<file path="src/rtl/mips_isa_pkg.sv">
// mips_isa_pkg: MIPS opcode/funct encodings, one-hot bit positions and the stage entry record
package mips_isa_pkg;
   localparam int DEC_W = 32;
   localparam logic [5:0] OP_RTYPE = 6'h00, OP_J = 6'h02, OP_JAL = 6'h03, OP_BEQ = 6'h04,
                          OP_BNE = 6'h05, OP_ADDI = 6'h08, OP_ADDIU = 6'h09, OP_SLTI = 6'h0A,
                          OP_SLTIU = 6'h0B, OP_ANDI = 6'h0C, OP_ORI = 6'h0D, OP_XORI = 6'h0E,
                          OP_LUI = 6'h0F, OP_LW = 6'h23, OP_SW = 6'h2B;
   localparam logic [5:0] FN_SLL = 6'h00, FN_SRL = 6'h02, FN_SRA = 6'h03, FN_SLLV = 6'h04,
                          FN_SRLV = 6'h06, FN_SRAV = 6'h07, FN_JR = 6'h08, FN_ADD = 6'h20,
                          FN_ADDU = 6'h21, FN_SUB = 6'h22, FN_SUBU = 6'h23, FN_AND = 6'h24,
                          FN_OR = 6'h25, FN_XOR = 6'h26, FN_NOR = 6'h27, FN_SLT = 6'h2A,
                          FN_SLTU = 6'h2B;
   localparam int ONEHOT_ADD = 0, ONEHOT_ADDU = 1, ONEHOT_SUB = 2, ONEHOT_SUBU = 3,
                  ONEHOT_AND = 4, ONEHOT_OR = 5, ONEHOT_XOR = 6, ONEHOT_NOR = 7,
                  ONEHOT_SLT = 8, ONEHOT_SLTU = 9, ONEHOT_SLL = 10, ONEHOT_SRL = 11,
                  ONEHOT_SRA = 12, ONEHOT_SLLV = 13, ONEHOT_SRLV = 14, ONEHOT_SRAV = 15,
                  ONEHOT_JR = 16, ONEHOT_ADDI = 17, ONEHOT_ADDIU = 18, ONEHOT_ANDI = 19,
                  ONEHOT_ORI = 20, ONEHOT_XORI = 21, ONEHOT_LUI = 22, ONEHOT_LW = 23,
                  ONEHOT_SW = 24, ONEHOT_BEQ = 25, ONEHOT_BNE = 26, ONEHOT_SLTI = 27,
                  ONEHOT_SLTIU = 28, ONEHOT_J = 29, ONEHOT_JAL = 30, ONEHOT_RSVD = 31;
   // body keeps instr[25:0]; every extracted field lives inside it
   typedef struct packed {
      logic [25:0]      body;
      logic [DEC_W-1:0] onehot;
      logic             illegal;
   } entry_t;
endpackage

</file>
<file path="src/rtl/instr_onehot_decode.sv">
// instr_onehot_decode: combinational opcode/funct -> one-hot instruction vector
// Ports: op (instr[31:26]), funct (instr[5:0]) in; onehot (32-bit), illegal (no bit set) out
module instr_onehot_decode
   import mips_isa_pkg::*;
(
   input  logic [5:0]       op,
   input  logic [5:0]       funct,
   output logic [DEC_W-1:0] onehot,
   output logic             illegal
);
   logic r;
   assign r = op == OP_RTYPE;
   assign onehot[ONEHOT_ADD]   = r && funct == FN_ADD;
   assign onehot[ONEHOT_ADDU]  = r && funct == FN_ADDU;
   assign onehot[ONEHOT_SUB]   = r && funct == FN_SUB;
   assign onehot[ONEHOT_SUBU]  = r && funct == FN_SUBU;
   assign onehot[ONEHOT_AND]   = r && funct == FN_AND;
   assign onehot[ONEHOT_OR]    = r && funct == FN_OR;
   assign onehot[ONEHOT_XOR]   = r && funct == FN_XOR;
   assign onehot[ONEHOT_NOR]   = r && funct == FN_NOR;
   assign onehot[ONEHOT_SLT]   = r && funct == FN_SLT;
   assign onehot[ONEHOT_SLTU]  = r && funct == FN_SLTU;
   assign onehot[ONEHOT_SLL]   = r && funct == FN_SLL;
   assign onehot[ONEHOT_SRL]   = r && funct == FN_SRL;
   assign onehot[ONEHOT_SRA]   = r && funct == FN_SRA;
   assign onehot[ONEHOT_SLLV]  = r && funct == FN_SLLV;
   assign onehot[ONEHOT_SRLV]  = r && funct == FN_SRLV;
   assign onehot[ONEHOT_SRAV]  = r && funct == FN_SRAV;
   assign onehot[ONEHOT_JR]    = r && funct == FN_JR;
   assign onehot[ONEHOT_ADDI]  = op == OP_ADDI;
   assign onehot[ONEHOT_ADDIU] = op == OP_ADDIU;
   assign onehot[ONEHOT_ANDI]  = op == OP_ANDI;
   assign onehot[ONEHOT_ORI]   = op == OP_ORI;
   assign onehot[ONEHOT_XORI]  = op == OP_XORI;
   assign onehot[ONEHOT_LUI]   = op == OP_LUI;
   assign onehot[ONEHOT_LW]    = op == OP_LW;
   assign onehot[ONEHOT_SW]    = op == OP_SW;
   assign onehot[ONEHOT_BEQ]   = op == OP_BEQ;
   assign onehot[ONEHOT_BNE]   = op == OP_BNE;
   assign onehot[ONEHOT_SLTI]  = op == OP_SLTI;
   assign onehot[ONEHOT_SLTIU] = op == OP_SLTIU;
   assign onehot[ONEHOT_J]     = op == OP_J;
   assign onehot[ONEHOT_JAL]   = op == OP_JAL;
   assign onehot[ONEHOT_RSVD]  = 1'b0;
   assign illegal = ~|onehot;
endmodule

</file>
<file path="src/rtl/instr_decode_stage.sv">
// instr_decode_stage: registered MIPS decode stage with 2-entry skid buffer, flush and illegal counter
// Ports: clk, rst (sync, active-high); in_valid/in_ready/in_instr/in_pc fetch side; flush;
//        out_valid/out_ready, out_decoded, out_rs/rt/rd/shamt/imm16/index26, out_pc, out_illegal;
//        illegal_count (saturating)
module instr_decode_stage
   import mips_isa_pkg::*;
#(
   parameter int CNT_W = 16,
   parameter int PC_W  = 32
) (
   input  logic             clk,
   input  logic             rst,
   input  logic             in_valid,
   output logic             in_ready,
   input  logic [31:0]      in_instr,
   input  logic [PC_W-1:0]  in_pc,
   input  logic             flush,
   output logic             out_valid,
   input  logic             out_ready,
   output logic [31:0]      out_decoded,
   output logic [4:0]       out_rs,
   output logic [4:0]       out_rt,
   output logic [4:0]       out_rd,
   output logic [4:0]       out_shamt,
   output logic [15:0]      out_imm16,
   output logic [25:0]      out_index26,
   output logic [PC_W-1:0]  out_pc,
   output logic             out_illegal,
   output logic [CNT_W-1:0] illegal_count
);
   entry_t           in_entry, out_q, skid_q;
   logic [PC_W-1:0]  out_pc_q, skid_pc;
   logic             out_v, skid_v, accept, load_out, ill;
   logic [DEC_W-1:0] dec;
   logic [CNT_W-1:0] cnt;
   instr_onehot_decode u_dec (.op(in_instr[31:26]), .funct(in_instr[5:0]), .onehot(dec), .illegal(ill));
   assign in_entry = '{body: in_instr[25:0], onehot: dec, illegal: ill};
   assign accept   = in_valid && in_ready && !flush;
   // output register can take a new entry this cycle (empty or being drained)
   assign load_out = !out_v || out_ready;
   always_ff @(posedge clk) begin
      if (rst) begin
         out_v    <= 1'b0;
         skid_v   <= 1'b0;
         out_q    <= '0;
         out_pc_q <= '0;
         skid_q   <= '0;
         skid_pc  <= '0;
         cnt      <= '0;
      end else if (flush) begin
         out_v  <= 1'b0;
         skid_v <= 1'b0;
      end else begin
         // skid full implies in_ready low, so accept and skid refill never coincide
         if (load_out && skid_v) begin
            out_q    <= skid_q;
            out_pc_q <= skid_pc;
            skid_v   <= 1'b0;
         end else if (load_out) begin
            out_v <= accept;
            if (accept) begin
               out_q    <= in_entry;
               out_pc_q <= in_pc;
            end
         end else if (accept) begin
            skid_q  <= in_entry;
            skid_pc <= in_pc;
            skid_v  <= 1'b1;
         end
         if (accept && in_entry.illegal && cnt != '1) cnt <= cnt + 1'b1;
      end
   end
   assign in_ready      = !skid_v;
   assign out_valid     = out_v;
   assign out_decoded   = out_q.onehot;
   assign out_illegal   = out_q.illegal;
   assign out_rs        = out_q.body[25:21];
   assign out_rt        = out_q.body[20:16];
   assign out_rd        = out_q.body[15:11];
   assign out_shamt     = out_q.body[10:6];
   assign out_imm16     = out_q.body[15:0];
   assign out_index26   = out_q.body;
   assign out_pc        = out_pc_q;
   assign illegal_count = cnt;
endmodule

</file>
<file path="config.mk">
export PLATFORM = sky130hd
export DESIGN_NAME = instr_decode_stage
export DESIGN_NICKNAME = d
export VERILOG_FILES = /design/src/rtl/mips_isa_pkg.sv /design/src/rtl/instr_onehot_decode.sv /design/src/rtl/instr_decode_stage.sv
export SDC_FILE = /design/constraint.sdc
export NUM_CORES = 1
export LEC_CHECK = 0
export ABC_AREA = 1
export ABC_CLOCK_PERIOD_IN_PS = 1900
export BUFFER_PORTS_ARGS = -buffer_cell sky130_fd_sc_hd__buf_2
export CAP_MARGIN = 20
export CORE_MARGIN = 2
export CORE_UTILIZATION = 45
export DETAILED_ROUTE_END_ITERATION = 8
export PLACE_DENSITY = 0.7
export SLEW_MARGIN = 10
export SYNTH_ARGS = -nofsm -noshare
export SYNTH_HDL_FRONTEND = slang
export SYNTH_HIERARCHICAL = 1
export SYNTH_SLANG_ARGS = --single-unit
</file>
<file path="constraint.sdc">
create_clock -name clk -period 1.9 [get_ports clk]
set_clock_uncertainty 0.05 [all_clocks]
set_input_delay 0.285 -clock clk [delete_from_list [all_inputs] [get_ports clk]]
set_output_delay 0.285 -clock clk [all_outputs]
set_load 0.02 [all_outputs]
</file>
# == Word level (Yosys, flattened, before mapping) ==
# Cells that the tools add are included.
# totals
regBits,199
latchBits,0
mem_bits_rw,0
romBits,0
inputBits,69
mem_count,0
# op_classes
add_sub_neg,1
n_mul,0
div_mod_pow,0
n_lt_le_gt_ge,0
n_eq_ne,31
shifts,0
n_mux,6
n_bitwise,3
reduce_logical,39
# op_table
op,n
$mux W59,3
$mux W32,3
$eq A6 B6 Y1 const B,12
$eq A6 B4 Y1 const B,9
$reduce_or A31 Y1,1
$eq A6 B3 Y1 const B,5
$eq A6 B2 Y1 const B,4
$logic_and A1 B1 Y1,22
$add A16 B1 Y16 const B,1
$ne A16 B16 Y1 const B,1
$logic_not A6 Y1,2
$reduce_and A2 Y1,3
$logic_not A1 Y1,4
$reduce_and A4 Y1,1
$reduce_bool A2 Y1,2
$not A1 Y1,3
$reduce_and A3 Y1,1
$reduce_or A3 Y1,1
$reduce_or A2 Y1,1
$logic_or A1 B1 Y1,1

# == Depth between registers and ports, before layout ==
# Gate-level depths: netlist (run 1).
# logic_depth
ltp_word,7
mapped_depth,17
ltp_nobuf,17

# == Modules after synthesis ==
# The synthesis (run 1) kept the hierarchy.
# by_module_without_submodules
mod,instances,cells_each,area_per_inst_um2,seq_area_each_um2
instr_decode_stage,1,1191,8993.6,4003.8
instr_onehot_decode,1,148,679.4,0.0

# == Worst setup path after synthesis (run 1) ==
# No wires, ideal clock.
# synth_path
path_type,input -> register
startpoint,in in_instr[4]
endpoint,reg cnt[11] (netlist: illegal_count[11])
setup_time_ps,70
arrival_time_ps,1614
required_time_ps,1780
setup_slack_ps,166
stages,15
path_buffers,1
path_cell_list,inv_1 -> nand2_1 -> nor2_1 -> nand3_1 -> nand2_1 -> nor2_1 -> nand3_1 -> nor2_1 -> inv_1 -> nor2_4 -> inv_2 -> nor2_4 -> buf_6 -> nand2_1 -> a21oi_1
# synth_between
elab_chain_len,7
elab_cells_between_ends,39
classes_between,eq/ne (16); reduce/logical (23)
# synth_rtl
element,line_no,source
"start, declared",instr_decode_stage.sv:15,"input logic [31:0] in_instr,"
$eq A6 B6 Y1 (tied with other cells),instr_onehot_decode.sv:13,assign onehot[ONEHOT_ADD] = r && funct == FN_ADD;
$logic_and A1 B1 Y1 (tied with other cells),instr_onehot_decode.sv:13,
$reduce_or A31 Y1 (*),instr_onehot_decode.sv:45,assign illegal = ~|onehot;
$logic_not A1 Y1 (*),instr_onehot_decode.sv:45,
via ill,instr_decode_stage.sv:33,"logic out_v, skid_v, accept, load_out, ill;"
$logic_and A1 B1 Y1 (*) (2 in series),instr_decode_stage.sv:70,if (accept && in_entry.illegal && cnt != '1) cnt <= cnt + 1'b1;
$reduce_and A2 Y1 (no source line) (*),--,
"end signal, assigned",instr_decode_stage.sv:70,
"end, declared",instr_decode_stage.sv:35,logic [CNT_W-1:0] cnt;
# Mark *: on every way through the listed nets, which the timed path passes. The rest lies on a longest branch.
# A chain may end at the register's enable or synchronous reset.

# == Final worst setup path (run 1) ==
# layout_path
startpoint,in in_instr[26]
endpoint,reg cnt[4] (netlist: illegal_count[4])
# layout_between
elab_chain_len,7
elab_cells_between_ends,37
classes_between,eq/ne (14); reduce/logical (23)
# layout_rtl
element,line_no,source
$logic_not A6 Y1,instr_onehot_decode.sv:12,assign r = op == OP_RTYPE;
$logic_and A1 B1 Y1 (tied with other cells),instr_onehot_decode.sv:13,
$reduce_or A31 Y1 (*),instr_onehot_decode.sv:45,
$logic_not A1 Y1 (*),instr_onehot_decode.sv:45,
via ill,instr_decode_stage.sv:33,
$logic_and A1 B1 Y1 (*) (2 in series),instr_decode_stage.sv:70,
$reduce_and A2 Y1 (no source line) (*),--,
# Marks and branches as above.

==> results of run 1 <==
==> sequential cells by signal (all words and copies together) (netlist names) <==
name / count
illegal_count: 16
out_decoded: 32
out_illegal: 1
out_index26: 26
out_pc: 32
out_valid: 1
skid_pc: 32
skid_q: 59
skid_v: 1
==> power groups by stage <==
stage | logic, mW | registers, mW | clock network [mW]
floorplan | 0.589 | 4.68 | 0
global placement | 1.12 | 4.52 | 0
detailed placement | 1.13 | 4.52 | 0
CTS | 1.13 | 4.43 | 3.67
global route | 1.27 | 4.44 | 3.82
finish | 1.15 | 4.43 | 3.57
==> Yosys cell counts (all sizes together) <==
library cell  instances
inv                 236
o21ai                93
nand3b                2
clkinv                1
nand4                 4
o211ai                1
or2                  91
nor2                 74
conb                  1
clkbuf               36
a21oi               196
nand2               184
a211oi               93
dfxtp               200
buf                  84
xor2                  4
nor4                  1
nor3b                 1
nand3                29
xnor2                 1
nor3                  6
ha                    1
==> worst min-delay path, cell delays in order <==
cell	delay, ns
buf_2	0.09
inv_1	0.06
a21oi_1	0.06
==> per-layer routing <==
layer,global-route usage,up-vias
met1,0.281,4001
met2,0.348,213
met3,0.0339,32
met5,0,-
li1,-,4581
met4,0.0678,0
==> how the worst max path moves through the flow <==
stage          slack [ns]                 to  cells past startpoint
2_1_floorplan        0.17  illegal_count[11]                     15
3_3_place_gp        -0.33   illegal_count[0]                     15
3_5_place_dp        -0.38   illegal_count[3]                     16
4_1_cts              0.05   illegal_count[6]                     17
5_1_grt             -0.01   illegal_count[3]                     17
6_report             0.14   illegal_count[4]                     18
==> layout make-up <==
| cell class | count | share of cell area |
|---|---|---|
| clock buffer | 20 | 0.0389 |
| clock inverter | 7 | 0.00831 |
| inverter | 237 | 0.0761 |
| multi-input combinational | 782 | 0.355 |
| sequential | 200 | 0.341 |
| tap | 275 | 0.0293 |
| timing repair buffer | 278 | 0.152 |
==> per-stage QoR <==
stage / area [µm²] / setup slack (ns) / hold WS, ns / cells
6_report: 11700 / 0.138 / 0.0656 / 1799
5_1_grt: 11700 / -0.0128 / 0.0484 / 1799
4_1_cts: 11600 / 0.0477 / 0.0456 / 1791
3_5_place_dp: 11000 / -0.385 / 0.390 / 1764
3_3_place_gp: 11000 / -0.327 / 0.390 / 1764
2_1_floorplan: 9670 / 0.166 / 0.383 / 1339
==> kinds of logic (layout without fill, tap and decap cells) <==
| family | Yosys count | in the layout |
|---|---|---|
| adder cells (fa/ha/maj) | 1 | 1 |
| AND/OR/NAND/NOR | 392 | 392 |
| AO/OA/AOI/OAI | 383 | 383 |
| flip-flops | 200 | 200 |
| buffers and inverters | 357 | 542 |
| other | 1 | 1 |
| XOR/XNOR | 5 | 5 |
==> repair_timing <==
action / 4_1_cts / 5_1_grt
endpoints found under the setup margin: 0 / 16
setup buffers: 0 / 7
resized for setup: 0 / 25
==> results by group, run 1 <==
Outcome
  – Status: completed

Yosys
  – Synth area leader: dfxtp_1
  – Synth Cell Area: 9670 µm²
  – Top-area cell type share of the netlist area: 0.414
  – Flops & latches, synth: 200
  – Cell variety after synth: 35
  – Syn avg cell area: 7.22 µm²
  – Syn Nets: 1409
  – Largest family of logic cells by synthesized area: compound AO/OA/AOI/OAI gates
  – YS warnings: 6
  – Post-synthesis simple-gate area fraction: 0.194
  – Synth Area in XOR/XNOR: 0.00453
  – Area contributors post-synth: dfxtp_1 (41%), a21oi_1 (10%), inv_1 (8.9%), a211oi_1 (7.2%), nand2_1 (7.0%)
  – Adder and majority cell fraction of the synthesized area: 0.00129
  – Sequential area share after synthesis: 0.414
  – Complex-gate fraction of the synthesized area: 0.223
  – Cell count after synthesis: 1339
  – Post-synthesis mux area share: 0

Global route
  – Initial antenna violation count: 0
  – First-pass GRT wire length: 39000 µm
  – Overflow after GRT: 0
  – Number of global-route vias before repair: 8056
  – Tot GR Track Use: 0.210
  – Largest net degree at the start of global routing: 103

Routing
  – WL met1: 11600 µm
  – Final WL: 24200 µm
  – DR DRC count: 0
  – DR WL/cell: 13.4 µm
  – ANT nets after route: 0
  – Detailed-route via count: 8827
  – Max Used Layer: met4
  – Detailed Route Iter0 Violations: 435
  – DR WL met3: 1040 µm
  – DR pass1 iterations: 5
  – Via-per-instance ratio: 4.91
  – Met2 wire length: 11200 µm

Power
  – Pint: 6.75 mW
  – NetSw: 2.40 mW
  – PwrDens: 779 nW/µm²
  – Clk pwr share: 0.390
  – Overall power: 9.15 mW
  – Sw frac: 0.262
  – Reg power frac: 0.484
  – Peak supply drop: 0.000430 V
  – Logic pwr share: 0.126
  – Leak: 5.67 nW

Setup path
  – Startpoint Class: input port
  – Crit path required time: 2.21 ns
  – Most common cell type on the critical path: nand2_1
  – CP bufs+invs: 6
  – Cell Chain, Critical Path: buf_2 -> inv_1 -> nand2_1 -> nor2_1 -> nand2_1 -> nand2_1 -> inv_1 -> nand2_1 -> nor2_2 -> nand3_2 -> nor2_4 -> inv_2 -> nor2_4 -> inv_2 -> nor2_4 -> clkbuf_16 -> nand2_2 -> a21oi_1
  – RR Endpoint: out_decoded[23]
  – Critical Setup Path Class: input port to flip-flop
  – Worst Setup SP: in_instr[26]
  – RR Startpoint: skid_v
  – Worst Setup End Kind: flip-flop
  – Cell count of the worst reg-to-reg path: 5
  – Crit path max-delay family: simple AND/OR/NAND/NOR gates
  – Max incr delay on CP: 0.21 ns
  – Worst EP arrival: 2.07 ns
  – CP max stage cell: nor2_4
  – Worst R2R Setup Slack: 0.15 ns
  – Crit path max fanout: 6

Worst hold path
  – WHS Endpoint: skid_pc[24]
  – Hold Startpoint: in_pc[24]
  – Hold WC Path Type: input port to flip-flop
  – Hold Path Stages: 3

Final layout
  – Commonest cells after routing, fill and taps aside: inv_1 (227), buf_2 (209), dfxtp_1 (200)
  – Commonest non-fill, non-tap cell in the layout: inv_1
  – Sequential Area: 4000 µm²
  – NumNets Final: 1586
  – Ant. Diodes: 0
  – Fillers: 1984
  – Multi-input logic area: 4170 µm²
  – Syn-to-layout area delta: 21.4%
  – Share of layout cells above drive strength 1: 0.270
  – Final Core Density: 0.557

Run
  – Maxcap violations: 0

Clocking
  – Clock Latency Late Sink: 0.42 ns
  – CTS tree: done
  – Clock transition at the registers of the reported paths: 0.07 ns
  – Root buf cell: clkbuf_16
  – CTS hold repair buffers: 0
  – CTS Buffer Depth: 2
  – Clock sinks: 200
  – CTS buffer count: 17
  – Htree depth: 4

Place
  – DP HPWL: 15800 µm
  – IO buf count: 213
  – Placer Congestion: 0.899

STA
  – Fin. max-slew vios: 0
  – Relative slew slack: 0.611
  – Worst slew pin tran: 0.582 ns
  – Hold Fails Final Rpt: 0
  – Fmax: 0.568 GHz
  – Clock period minus worst slack: 1.76 ns
  – Final period util: 0.927
  – Final setup fails: 0
  – Setup TNS: 0 ns

Floorplanning
  – I/O pin cnt: 214
  – Die X: 151 µm
  – Starting Density: 0.459
  – Die height: 151 µm
  – Core ar.: 21100 µm²
  – Die area: 22700 µm²
  – Num rows: 53
(Power assumes the default switching activity.)
==> run 2, diff against run 1 <==
Settings changed: GPL_TIMING_DRIVEN from default to 0, PLACE_DENSITY 0.7 to 0.68.
==> results by group, run 2 (synthesis results as in run 1) <==
Outcome
  – Status: completed

Setup path
  – Cell Chain, Critical Path: buf_2 -> nand2_1 -> inv_1 -> nand3_1 -> nand4_1 -> nor2_1 -> nand3_1 -> nor2_2 -> inv_2 -> nor2_4 -> inv_2 -> nor2_4 -> buf_2 -> nand2_1 -> a21oi_1
  – Crit path required time: 2.21 ns
  – Cell count of the worst reg-to-reg path: 6
  – Worst Setup End Kind: flip-flop
  – Critical Setup Path Class: input port to flip-flop
  – RR Endpoint: out_pc[0]
  – Max incr delay on CP: 0.19 ns
  – CP max stage cell: buf_2
  – Worst R2R Setup Slack: 0.14 ns
  – Critical path destination: illegal_count[9]
  – Crit path max fanout: 5
  – RR Startpoint: out_valid
  – Startpoint Class: input port
  – Worst EP arrival: 2.13 ns
  – Worst Setup SP: in_instr[27]

Floorplanning
  – I/O pin cnt: 214
  – Die area: 22700 µm²
  – Die height: 151 µm
  – Starting Density: 0.459
  – Num rows: 53
  – Core ar.: 21100 µm²
  – Die X: 151 µm

Routing
  – Final WL: 26600 µm
  – Detailed-route via count: 9282
  – ANT nets after route: 0
  – DR WL/cell: 14.3 µm
  – Via-per-instance ratio: 4.98
  – Detailed Route Iter0 Violations: 607
  – DR DRC count: 0
  – DR pass1 iterations: 6

STA
  – Fin. max-slew vios: 0
  – Setup TNS: 0 ns
  – Fmax: 0.548 GHz
  – Relative slew slack: 0.378
  – Fin Hold WS: 0.0581 ns
  – Setup slack after layout: 0.0763 ns
  – Worst slew pin tran: 0.933 ns
  – Final period util: 0.960
  – Hold Fails Final Rpt: 0
  – RSZ-0062 raised after global routing: yes
  – Clock period minus worst slack: 1.82 ns
  – Final setup fails: 0

Clocking
  – CTS buffer count: 17
  – CTS Buffer Depth: 2
  – Clock Latency Late Sink: 0.43 ns
  – Htree depth: 4
  – Root buf cell: clkbuf_16
  – CTS tree: done
  – Clock sinks: 200
  – Clock transition at the registers of the reported paths: 0.07 ns

Global route
  – Number of global-route vias before repair: 8464
  – Tot GR Track Use: 0.231
  – Overflow after GRT: 0
  – First-pass GRT wire length: 42000 µm
  – Largest net degree at the start of global routing: 17
  – Initial antenna violation count: 2

Power
  – PwrDens: 792 nW/µm²
  – Sw frac: 0.258
  – Reg power frac: 0.476
  – Logic pwr share: 0.129
  – Pint: 6.89 mW
  – NetSw: 2.40 mW
  – Clk pwr share: 0.395
  – Leak: 5.77 nW
  – Peak supply drop: 0.000499 V
  – Overall power: 9.30 mW

Final layout
  – Fillers: 2091
  – Syn-to-layout area delta: 21.4%
  – Share of layout cells above drive strength 1: 0.272
  – Sequential Area: 4000 µm²
  – Final Core Density: 0.557
  – Largest register FFs: 59
  – Multi-input logic area: 4110 µm²
  – Register with the most flip-flops: skid_q
  – NumNets Final: 1647
  – Commonest cells after routing, fill and taps aside: buf_2 (256), inv_1 (228), dfxtp_1 (200)
  – Commonest non-fill, non-tap cell in the layout: buf_2

Place
  – DP HPWL: 19200 µm
  – Pre-CTS WS: -0.437 ns
  – IO buf count: 213
  – Placer Congestion: 0.926

Worst hold path
  – Hold Path Stages: 3
  – Hold WC Path Type: input port to flip-flop

Run
  – Maxcap violations: 0
## run 2: cell count changes in the layout (fill, tap and decap cells not counted), sizes merged
cell      previous run  this run
bufinv               2         3
clkinvlp             2         1
buf                276       303
clkbuf              22        57
diode                0         2
inv                238       237
clkinv               2         4
## run 2: power by group through the flow
| stage | clock network [mW] | logic [mW] | registers (mW) |
|---|---|---|---|
| 2_1_floorplan | 0 | 0.589 | 4.68 |
| 5_1_grt | 3.91 | 1.31 | 4.44 |
| 3_5_place_dp | 0 | 1.18 | 4.52 |
| 3_3_place_gp | 0 | 1.16 | 4.52 |
| 6_report | 3.67 | 1.19 | 4.43 |
| 4_1_cts | 3.74 | 1.18 | 4.43 |
## run 2: worst min-delay path by stage
| stage | start | endpoint | slack (ns) |
|---|---|---|---|
| detailed placement | out_pc[17] | out_pc[17] | 0.39 |
| floorplan | in_instr[0] | skid_q[33] | 0.38 |
| CTS | in_pc[23] | skid_pc[23] | 0.05 |
| finish | in_pc[23] | skid_pc[23] | 0.06 |
| global route | in_pc[19] | skid_pc[19] | 0.05 |
| global placement | out_decoded[0] | out_decoded[0] | 0.39 |
## run 2: critical path, delay by kind of cell
family | cells | cell delay, ns
simple gates | 9 | 1.18
buf+inv | 5 | 0.55
compound gates | 1 | 0.12
## run 2: timing repair
action                     CTS  global route
pin swaps                    0             3
hold buffers                 0             0
hold endpoints to repair     0             0
cloned                       0             1
setup endpoints to repair    4            95
setup buffers                0             5
gates resized for setup      1            16
## run 2: metrics by stage
step	area, µm²	std cells
2_1_floorplan	9670	1339
3_3_place_gp	11100	1827
3_5_place_dp	11100	1827
4_1_cts	11700	1856
5_1_grt	11700	1864
6_report	11700	1864
## run 2: final cells by class
type                       count  area share
clock inverter                 8      0.0103
buffer                       120      0.0583
inverter                     237      0.0761
multi-input combinational    782       0.350
sequential                   200       0.341
timing repair buffer         219      0.0948
clock buffer                  21      0.0392
tap                          275      0.0293
antenna                        2    0.000426
## run 2: per-layer routing
metal  up-vias  share of wire  global-route usage
met5         -              0                   0
met4         0          0.021              0.0799
met3        37          0.046              0.0355
met2       277           0.46               0.379
met1      4252           0.47               0.310
li1       4716              -                   -
==> run 3, diff against run 2 <==
Settings changed: REMOVE_ABC_BUFFERS from default to 1.
==> results by group, run 3 (synthesis results as in run 1) <==
Setup path
  – Worst Setup SP: skid_v
  – RR Endpoint: out_pc[16]
  – Cell count of the worst reg-to-reg path: 8
  – Worst R2R Setup Slack: 0.11 ns
  – Crit path max fanout: 22
  – Worst Setup End Kind: flip-flop
  – RR Startpoint: skid_v
  – Crit path required time: 2.20 ns
  – Critical Setup Path Class: flip-flop to flip-flop
  – Critical path destination: out_pc[16]
  – Startpoint Class: flip-flop
  – Worst EP arrival: 2.09 ns

Power
  – Overall power: 9.14 mW
  – PwrDens: 791 nW/µm²
  – Peak supply drop: 0.000512 V
  – Leak: 5.56 nW

Floorplanning
  – Die height: 151 µm
  – Starting Density: 0.459
  – I/O pin cnt: 214
  – Num rows: 53
  – Core ar.: 21100 µm²
  – Die area: 22700 µm²
  – Die X: 151 µm

Routing
  – DR DRC count: 0
  – Detailed Route Iter0 Violations: 342
  – Detailed-route via count: 8824
  – ANT nets after route: 0
  – DR pass1 iterations: 5
  – Final WL: 24000 µm
  – Via-per-instance ratio: 4.97
  – DR WL/cell: 13.6 µm

Final layout
  – Share of layout cells above drive strength 1: 0.253
  – Register with the most flip-flops: skid_q
  – Commonest cells after routing, fill and taps aside: inv_1 (228), buf_2 (212), dfxtp_1 (198)
  – Syn-to-layout area delta: 19.3%
  – Commonest non-fill, non-tap cell in the layout: inv_1
  – Largest register FFs: 59
  – Fin area: 11500 µm²
  – NumNets Final: 1555

STA
  – Relative slew slack: 0.574
  – RSZ-0062 raised after global routing: no
  – Final setup fails: 0
  – Hold Fails Final Rpt: 0
  – Fin. max-slew vios: 0
  – Clock period minus worst slack: 1.79 ns
  – Final period util: 0.944
  – Worst slew pin tran: 0.639 ns
  – Setup TNS: 0 ns
  – Fmax: 0.558 GHz

Clocking
  – CTS hold repair buffers: 0
  – Root buf cell: clkbuf_16
  – Clock sinks: 200
  – CTS Buffer Depth: 2
  – Htree depth: 4
  – CTS tree: done
  – Clock Latency Late Sink: 0.44 ns
  – Clock transition at the registers of the reported paths: 0.08 ns
  – CTS buffer count: 17

Run
  – Maxcap violations: 0

Global route
  – Largest net degree at the start of global routing: 60
  – Overflow after GRT: 0
  – Tot GR Track Use: 0.207
  – Initial antenna violation count: 0
  – First-pass GRT wire length: 38300 µm
  – Number of global-route vias before repair: 8144

Place
  – DP HPWL: 15600 µm
  – Placement Cell Area: 10800 µm²
  – IO buf count: 213
  – Placer Congestion: 0.820

Worst hold path
  – Hold WC Path Type: input port to flip-flop

Outcome
  – Status: completed
run 3: how the worst min path moves through the flow:
stage / cells after the start / slack [ns] / end / startpoint
2_1_floorplan: 1 / 0.30 / illegal_count[10] / rst
3_3_place_gp: 2 / 0.39 / out_pc[7] / out_pc[7]
3_5_place_dp: 2 / 0.39 / out_pc[21] / out_pc[21]
4_1_cts: 3 / 0.02 / skid_q[51] / in_instr[18]
5_1_grt: 3 / 0.03 / skid_pc[6] / in_pc[6]
6_report: 3 / 0.04 / skid_q[51] / in_instr[18]
run 3: layout make-up:
cell class | count | area (µm²)
diodes | 1 | 2.50
clock buffers | 17 | 425
clock inverters | 15 | 158
fillers | 2008 | 9540
inverters | 237 | 908
multi-input cells | 783 | 4150
flip-flops and latches | 200 | 4010
well taps | 275 | 344
repair buffers | 246 | 1550
run 3: critical path, cell delays in order, from the launching register on:
cell and delay, ns:
dfxtp_2 0.38, o211ai_1 0.19, buf_4 0.18, buf_12 0.16
buf_6 0.17, buf_6 0.16, buf_6 0.14, a21oi_1 0.05
a211oi_1 0.19
run 3: through the flow:
stage                     hold WS, ns  cells  utilization  setup WS, ns
after floorplan                 0.304   1219            -         -5.50
after global placement          0.388   1707        0.493         -9.39
after detailed placement        0.390   1733        0.510        -0.626
after CTS                      0.0215   1769        0.541        0.0305
after global routing           0.0311   1773        0.547       0.00381
final                          0.0382   1774        0.547         0.107
run 3: timing repair:
action,4_1_cts,5_1_grt
pin swaps,3,1
setup buffers,6,3
cloned,1,2
endpoints found under the setup margin,149,75
resized for setup,11,15
run 3: power breakdown:
part | internal, mW | leakage [nW] | switching [mW]
combinational | 0.396 | 3.64 | 0.726
clock | 1.76 | 0.287 | 1.84
sequential | 4.34 | 1.63 | 0.0798
total | 6.49 | 5.56 | 2.64
run 3: routing by layer:
metal,up-vias,GRT usage,part of all wire
li1,4522,-,-
met5,-,0,0
met1,4068,0.265,0.46
met2,210,0.349,0.47
met3,24,0.0433,0.053
met4,0,0.0645,0.016
